## config.mk

```make
export PLATFORM = sky130hd
export DESIGN_NAME = tube_frame_capture
export DESIGN_NICKNAME = d
export VERILOG_FILES = /design/src/rtl/tube_frame_capture.sv
export SDC_FILE = /design/constraint.sdc
export NUM_CORES = 1
export LEC_CHECK = 0
export CAP_MARGIN = 0
export CELL_PAD_IN_SITES_DETAIL_PLACEMENT = 1
export CELL_PAD_IN_SITES_GLOBAL_PLACEMENT = 2
export CORE_MARGIN = 8
export CORE_UTILIZATION = 41
export DETAILED_ROUTE_END_ITERATION = 7
export GPL_TIMING_DRIVEN = 0
export PLACE_DENSITY_LB_ADDON = 0.1
export SYNTH_ARGS = -nofsm -noshare
export SYNTH_HDL_FRONTEND = slang
export SYNTH_SLANG_ARGS = --single-unit
export TNS_END_PERCENT = 1
```

## constraint.sdc

```tcl
create_clock -name clk -period 12.68 [get_ports clk]
set_input_delay 2.536 -clock clk [delete_from_list [all_inputs] [get_ports clk]]
set_output_delay 2.536 -clock clk [all_outputs]
set_load 0.02 [all_outputs]
```

## src/rtl/tube_frame_capture.sv

```systemverilog
// Receive-side capture of an 8-digit multiplexed seven-segment scan.
// Define TUBE_DP_CAPTURE_EN to also capture decimal points on frame_dp.
module tube_frame_capture #(
    parameter int SETTLE_CYCLES = 4,
    parameter int STABLE_FRAMES = 2,
    parameter int STALL_CYCLES  = 4096
) (
    input  logic        clk,
    input  logic        rst_n,
    input  logic [7:0]  tube_switch,
    input  logic [7:0]  tube_character_left,
    input  logic [7:0]  tube_character_right,
    output logic [39:0] frame_digits,
    output logic        frame_valid,
    input  logic        frame_ack,
    output logic        frame_pending,
    output logic        scan_err,
    output logic        scan_stall
`ifdef TUBE_DP_CAPTURE_EN
    ,
    output logic [7:0]  frame_dp
`endif
);

    localparam int SW = $clog2(SETTLE_CYCLES + 1);
    localparam int TW = $clog2(STALL_CYCLES + 1);
    localparam int MW = $clog2(STABLE_FRAMES + 1);
    localparam logic [SW-1:0] SETTLE_LAST = SW'(SETTLE_CYCLES - 1);
    localparam logic [SW-1:0] SETTLE_MAX  = SW'(SETTLE_CYCLES);
    localparam logic [TW-1:0] STALL_MAX   = TW'(STALL_CYCLES);
    localparam logic [MW-1:0] MATCH_MAX   = MW'(STABLE_FRAMES);

    logic [7:0]    sw_q;
    logic [7:0]    sw_prev;
    logic [7:0]    left_q;
    logic [7:0]    right_q;
    logic          ack_q;
    logic          valid_q;
    logic [SW-1:0] settle_cnt;
    logic          latched;
    logic [TW-1:0] stall_cnt;
    logic [7:0]    seen;
    logic [39:0]   code;
    logic [39:0]   prev_snap;
    logic          prev_ok;
    logic [MW-1:0] match_cnt;

    logic          one_hot;
    logic          do_latch;
    logic          done;
    logic          same_prev;
    logic          diff_pub;
    logic          publish;
    logic [7:0]    seg;
    logic [7:0]    seen_nx;
    logic [4:0]    dec;
    logic [39:0]   code_nx;
    logic [MW-1:0] match_nx;
`ifdef TUBE_DP_CAPTURE_EN
    logic [7:0]    dp;
    logic [7:0]    prev_dp;
    logic [7:0]    dp_nx;
`endif

    function automatic logic [4:0] decode(input logic [7:0] s);
        unique case (s)
            8'hFC:   decode = 5'h00;
            8'h60:   decode = 5'h01;
            8'hDA:   decode = 5'h02;
            8'hF2:   decode = 5'h03;
            8'h66:   decode = 5'h04;
            8'hB6:   decode = 5'h05;
            8'hBE:   decode = 5'h06;
            8'hE0:   decode = 5'h07;
            8'hFE:   decode = 5'h08;
            8'hF6:   decode = 5'h09;
            8'hEE:   decode = 5'h0A;
            8'h3E:   decode = 5'h0B;
            8'h9C:   decode = 5'h0C;
            8'h7A:   decode = 5'h0D;
            8'h9E:   decode = 5'h0E;
            8'h8E:   decode = 5'h0F;
            8'h00:   decode = 5'h10;
            8'h02:   decode = 5'h11;
            default: decode = 5'h1F;
        endcase
    endfunction

    always_comb begin
        one_hot  = (sw_q != 8'd0) && ((sw_q & (sw_q - 8'd1)) == 8'd0);
        seg      = (sw_q[7:4] != 4'd0) ? left_q : right_q;
        dec      = decode({seg[7:1], 1'b0});
        do_latch = one_hot && (settle_cnt == SETTLE_LAST) && !latched;
        seen_nx  = seen;
        code_nx  = code;
`ifdef TUBE_DP_CAPTURE_EN
        dp_nx    = dp;
`endif
        if (do_latch) begin
            seen_nx = seen | sw_q;
            for (int i = 0; i < 8; i++) begin
                if (sw_q[i]) begin
                    code_nx[5*i +: 5] = dec;
`ifdef TUBE_DP_CAPTURE_EN
                    dp_nx[i] = seg[0];
`endif
                end
            end
        end
        // the digit latched on the completing cycle is part of the snapshot
        done = (seen_nx == 8'hFF);
`ifdef TUBE_DP_CAPTURE_EN
        same_prev = prev_ok && (code_nx == prev_snap) && (dp_nx == prev_dp);
        diff_pub  = (code_nx != frame_digits) || (dp_nx != frame_dp);
`else
        same_prev = prev_ok && (code_nx == prev_snap);
        diff_pub  = (code_nx != frame_digits);
`endif
        if (!same_prev)
            match_nx = MW'(1);
        else if (match_cnt == MATCH_MAX)
            match_nx = match_cnt;
        else
            match_nx = match_cnt + 1'b1;
        publish = done && (match_nx == MATCH_MAX) && diff_pub;
    end

    always_ff @(posedge clk or negedge rst_n) begin
        if (!rst_n) begin
            sw_q          <= '0;
            sw_prev       <= '0;
            left_q        <= '0;
            right_q       <= '0;
            ack_q         <= 1'b0;
            valid_q       <= 1'b0;
            settle_cnt    <= '0;
            latched       <= 1'b0;
            stall_cnt     <= '0;
            seen          <= '0;
            code          <= '0;
            prev_snap     <= '0;
            prev_ok       <= 1'b0;
            match_cnt     <= '0;
            frame_digits  <= '0;
            frame_valid   <= 1'b0;
            frame_pending <= 1'b0;
            scan_err      <= 1'b0;
`ifdef TUBE_DP_CAPTURE_EN
            dp            <= '0;
            prev_dp       <= '0;
            frame_dp      <= '0;
`endif
        end else begin
            sw_q    <= tube_switch;
            sw_prev <= sw_q;
            left_q  <= tube_character_left;
            right_q <= tube_character_right;
            ack_q   <= frame_ack;
            valid_q <= frame_valid;
            // look at the register's D side so the first dwell cycle counts as 0
            if (tube_switch != sw_q) begin
                settle_cnt <= '0;
                latched    <= 1'b0;
            end else begin
                if (settle_cnt != SETTLE_MAX)
                    settle_cnt <= settle_cnt + 1'b1;
                if (do_latch)
                    latched <= 1'b1;
            end
            if (sw_q != sw_prev)
                stall_cnt <= '0;
            else if (stall_cnt != STALL_MAX)
                stall_cnt <= stall_cnt + 1'b1;
            if ((sw_q != 8'd0) && !one_hot)
                scan_err <= 1'b1;
            code <= code_nx;
            seen <= done ? 8'd0 : seen_nx;
`ifdef TUBE_DP_CAPTURE_EN
            dp <= dp_nx;
            if (done)
                prev_dp <= dp_nx;
            if (publish)
                frame_dp <= dp_nx;
`endif
            if (done) begin
                prev_snap <= code_nx;
                prev_ok   <= 1'b1;
                match_cnt <= match_nx;
            end
            frame_valid <= publish;
            // an ack raised while frame_valid was showing is not honoured
            if (publish) begin
                frame_digits  <= code_nx;
                frame_pending <= 1'b1;
            end else if (ack_q && !valid_q) begin
                frame_pending <= 1'b0;
            end
        end
    end

    assign scan_stall = (stall_cnt == STALL_MAX);

endmodule

```

==> results <==
- The mapped cell area is 0.0111 mm2.
- Synthesis inferred 183 register bits.
- After floorplanning, the core was sized to cover 0.0268 mm2.
- The path category of the worst min-delay check is reg2reg.
- The path type of the worst setup path is reg2reg.
- The tree is rooted in a sky130_fd_sc_hd__clkbuf_16.
- The pin count of the biggest net entering global routing is 112.
- The worst pin sits at a relative slew slack of -0.0257.
- When the netlist entered floorplanning its net count stood at 1273.
- The total of warnings raised by yosys is 0.
- The number of setup buffers added after CTS is 0.
- Dividing the detail-routed wire length by the instance count gives 31.5 um.
- For the worst setup path, the data arrival time is between 7 and 8 ns.
- The cell type of the slowest stage on the worst timing path is sky130_fd_sc_hd__a21oi_1.
- The slew at the pin closest to its max-slew limit is 1.54 ns.
- The worst register-to-register path ends at frame_digits[3]$_DFFE_PN0P_.
- The depth of the most critical reg-to-reg path is 15.
- The cell family contributing the most delay on the critical path is compound AO/OA/AOI/OAI gates.
- At the end of the flow, the number of nets in the layout was 1362.
- The clock edge transition at the registers on the reported setup and hold paths is 0.08 ns.
- In the post-synthesis netlist, the cell with the most instances is sky130_fd_sc_hd__dfrtp_1.
- In the post-synthesis netlist, the biggest area contributors are sky130_fd_sc_hd__dfrtp_1, sky130_fd_sc_hd__nand2_1, sky130_fd_sc_hd__xor2_1.
- A synthesized cell averages around 9 um2.
- In the synthesized netlist, the cells that appear most often are sky130_fd_sc_hd__dfrtp_1, sky130_fd_sc_hd__nand2_1, sky130_fd_sc_hd__nor2_1.
- The start point of the critical path is sw_q[7]$_DFF_PN0_.
- STA classifies the critical path startpoint as a register.
- The overall die height is ~180 um.
- For this configuration, the core starts out at a cell density of 0.416.
- Summed over all failing endpoints, the final setup total negative slack is 0 ns.
- No sink is reached through more buffers than the 2 on the longest clock path.
- The final-report max-slew violation count is 11.
- Power spread over the standard cell area amounts to roughly 97 mW/mm2.
- The initial detailed-routing violation count is 1366.
- The checks that failed: max-capacitance violations, max-slew violations.
- The worst supply voltage drop on vdd is 0.0000827 V.
- The cell count along the critical path is 15.
- The routed metal-1 wirelength is ~23000 um.
- Setup violations remaining at the end of the flow were counted as 0.
- Wire segments on met2 add up to 23500 um in the final route.
- The HPWL after detailed placement is 40200 um.
- The DRC violation count after routing is 0.
- In this run the remaining antenna-violating nets after routing total 0.
- The global-route usage over all layers is 0.322.
- The number of global-route vias before repair is 11500.
- The proportion of synthesized flip-flops having asynchronous set or reset is 1.00.
- The H-tree generated during clock tree synthesis spans 4 levels.
- For this run the aggregate overflow at the end of global routing stands at 0.
- The number of hold buffers added after CTS is 0.
- The final instance area is 0.0129 mm2.
- The share of synthesized area in the top cell type comes to 0.411.
- The via total after detailed routing is 11200.
- Synthesis handed over a netlist of 1240 instances.
- The die is 181 um wide.
- The buffering stage count on the worst path with inverters included is 4.
- The final critical-path share of the clock period is 0.529.
- The worst path needs 6.71 ns of the cycle, external delays included.
- The area added between synthesis and finish is 15.8%.
- Total power for the finished layout comes to 1.26 mW.
- The routed design has about 53000 um of wire.
- The number of maximum-capacitance violations is 1.
- Traced cell by cell, the critical path runs through buf_2, nor4_4, buf_2, mux2i_1, nand3_1, a21oi_1, o31a_1, buf_4, a21o_2, o22ai_1, or4_1, or4_4, a211oi_4, buf_6, mux2_1.
- The number of antenna diodes in the final layout is 0.
- The launch instance of the worst register-to-register path is sw_q[7]$_DFF_PN0_.
- The congestion estimate from routability-driven global placement came to 1.02.
- The pre-antenna-repair detailed-routing pass consisted of 6 iterations.
- In the synthesized netlist the dominant register cell turns out to be sky130_fd_sc_hd__dfrtp_1.
- The post-synthesis sequential area ratio is 0.411.
- The die covers 0.0327 mm2.
- The number of flops mapped to enable cells by yosys is 0.
- The number of sinks handled by clock tree synthesis is 183.
- The achievable frequency is 149 MHz.
- For the worst setup path, the data required time is 13.02 ns.
- The CTS tree is built.
- Buffers inserted during clock tree synthesis total 17.
- Setup repair after global routing left no endpoint under its margin.
- The worst setup path is captured at a register.
- The share of cells above drive strength 1 is 0.0582.
- By instance count, the cell type seen most on the critical path is sky130_fd_sc_hd__buf_2.
- In this run, placement finished with an instance count of 1651.
- The clock arrives with a little over 0.02 ns of skew.
- In the routed layout, each cell is associated on average with a via count of approximately 6.7.
- The highest routed metal layer is met4.
- The maximum single-stage delay on the critical path is 1.02 ns.
- The clock network latency to the later pin of the worst-skew pair is 0.46 ns.
- The number of antenna violations at the first check in global routing is 0.
- The total cell area at the placement stage is ~0.012 mm2.
- Of all cell types, the one taking the most synthesized area is sky130_fd_sc_hd__dfrtp_1.
- The count of cell types in the netlist is 90.
- The first-pass GRT wire length is roughly 79000 um.
- The critical path ends at frame_digits[3]$_DFFE_PN0P_.
- The final-report hold violation count was 0.
- The final instance count without filler cells is 1682.
- Pin placement for this block handled 71 I/O pins.
- In this run the static leakage power is 5.49 nW.
- Of all nets on the critical path, the largest fanout is 10.
- The flow ran to the end, but the final reports show violations.
- The initialized floorplan defines 60 standard-cell rows.
- The count of input and output buffers is ~70.
- The detailed-routed wire length on met3 is 4180 um.
- The number of gates resized after CTS is 0.
- The setup slack of the worst register-to-register path is 5.97 ns.
## through the flow
stage / setup slack [ns] / util / hold slack [ns]
final: 5.97 / 0.482 / 0.381
after global routing: 5.78 / 0.482 / 0.405
after CTS: 6.13 / 0.482 / 0.385
after detailed placement: 6.16 / 0.460 / 0.360
after global placement: 1.39 / 0.457 / 0.361
after floorplan: 8.05 / - / 0.349
## cells in the final DEF, fill, tap and decap left out, types with 7 or more instances in the layout
master	n
sky130_fd_sc_hd__o211ai_1	9
sky130_fd_sc_hd__xor2_1	51
sky130_fd_sc_hd__nor4_1	26
sky130_fd_sc_hd__a22oi_1	17
sky130_fd_sc_hd__o31ai_1	7
sky130_fd_sc_hd__nand2b_1	20
sky130_fd_sc_hd__mux2_1	38
sky130_fd_sc_hd__a211o_1	7
sky130_fd_sc_hd__nor3_1	32
sky130_fd_sc_hd__o22ai_1	25
sky130_fd_sc_hd__nand2_1	163
sky130_fd_sc_hd__o221ai_1	8
sky130_fd_sc_hd__a21o_1	8
sky130_fd_sc_hd__o21ai_0	66
sky130_fd_sc_hd__inv_1	52
sky130_fd_sc_hd__a2111oi_0	7
sky130_fd_sc_hd__dfrtp_1	183
sky130_fd_sc_hd__a21oi_1	44
sky130_fd_sc_hd__clkdlybuf4s50_1	67
sky130_fd_sc_hd__nand4_1	19
sky130_fd_sc_hd__o2111ai_1	11
sky130_fd_sc_hd__a211oi_1	15
sky130_fd_sc_hd__nor2b_1	7
sky130_fd_sc_hd__and2_1	8
sky130_fd_sc_hd__clkbuf_16	17
sky130_fd_sc_hd__or4_1	15
sky130_fd_sc_hd__mux2i_1	8
sky130_fd_sc_hd__nand3_1	34
sky130_fd_sc_hd__a31oi_1	15
sky130_fd_sc_hd__and3_1	11
sky130_fd_sc_hd__clkbuf_1	47
sky130_fd_sc_hd__buf_2	10
sky130_fd_sc_hd__xnor2_1	29
sky130_fd_sc_hd__nor2_1	97
## where the power goes
group	switching (mW)	internal, mW	leakage, nW
clock network	0.280	0.280	0.281
logic	0.0768	0.0278	2.73
registers	0.00553	0.588	2.48
## worst min path at each step
| stage | startpoint | end | slack (ns) | cells after the start |
|---|---|---|---|---|
| after floorplan | sw_q[7]$_DFF_PN0_ | sw_prev[7]$_DFF_PN0_ | 0.35 | 0 |
| after global placement | sw_q[7]$_DFF_PN0_ | sw_prev[7]$_DFF_PN0_ | 0.36 | 0 |
| after detailed placement | sw_q[7]$_DFF_PN0_ | sw_prev[7]$_DFF_PN0_ | 0.36 | 0 |
| after CTS | sw_q[7]$_DFF_PN0_ | sw_prev[7]$_DFF_PN0_ | 0.38 | 0 |
| after global routing | sw_q[7]$_DFF_PN0_ | sw_prev[7]$_DFF_PN0_ | 0.40 | 0 |
| final | sw_q[7]$_DFF_PN0_ | sw_prev[7]$_DFF_PN0_ | 0.38 | 0 |
## logic make-up (layout without fill, tap and decap cells)
family                     count (synthesis)  count (layout)  synth area share
and+or+nand+nor                          479             479             0.216
AOI/OAI and AO/OA                        324             324             0.210
DFF                                      183             183             0.411
buffers and inverters                    119             220            0.0446
xor gates and xnor gates                  80              80            0.0629
muxes                                     49              49            0.0486
adders and majority gates                  6               6           0.00674
## final cells by class
type,instances,area (um2)
fill,3115,13900
multi-input combinational,938,6090
sequential,183,4580
timing repair buffer,70,724
tap,341,427
clock buffer,17,425
buffer,67,302
inverter,52,195
clock inverter,14,159
## per-layer routing
metal	vias up	GRT usage
met4	0	0.148
li1	4764	-
met3	146	0.0564
met2	600	0.498
met1	5690	0.434
met5	-	0
## registers in the layout (all words and copies together) (netlist names)
name           count
prev_snap         40
latched            1
scan_err           1
frame_pending      1
frame_valid        1
valid_q            1
stall_cnt         13
ack_q              1
settle_cnt         3
right_q            7
prev_ok            1
seen               8
match_cnt          2
left_q             7
sw_q               8
code              40
frame_digits      40
sw_prev            8
(Power assumes the default switching activity.)
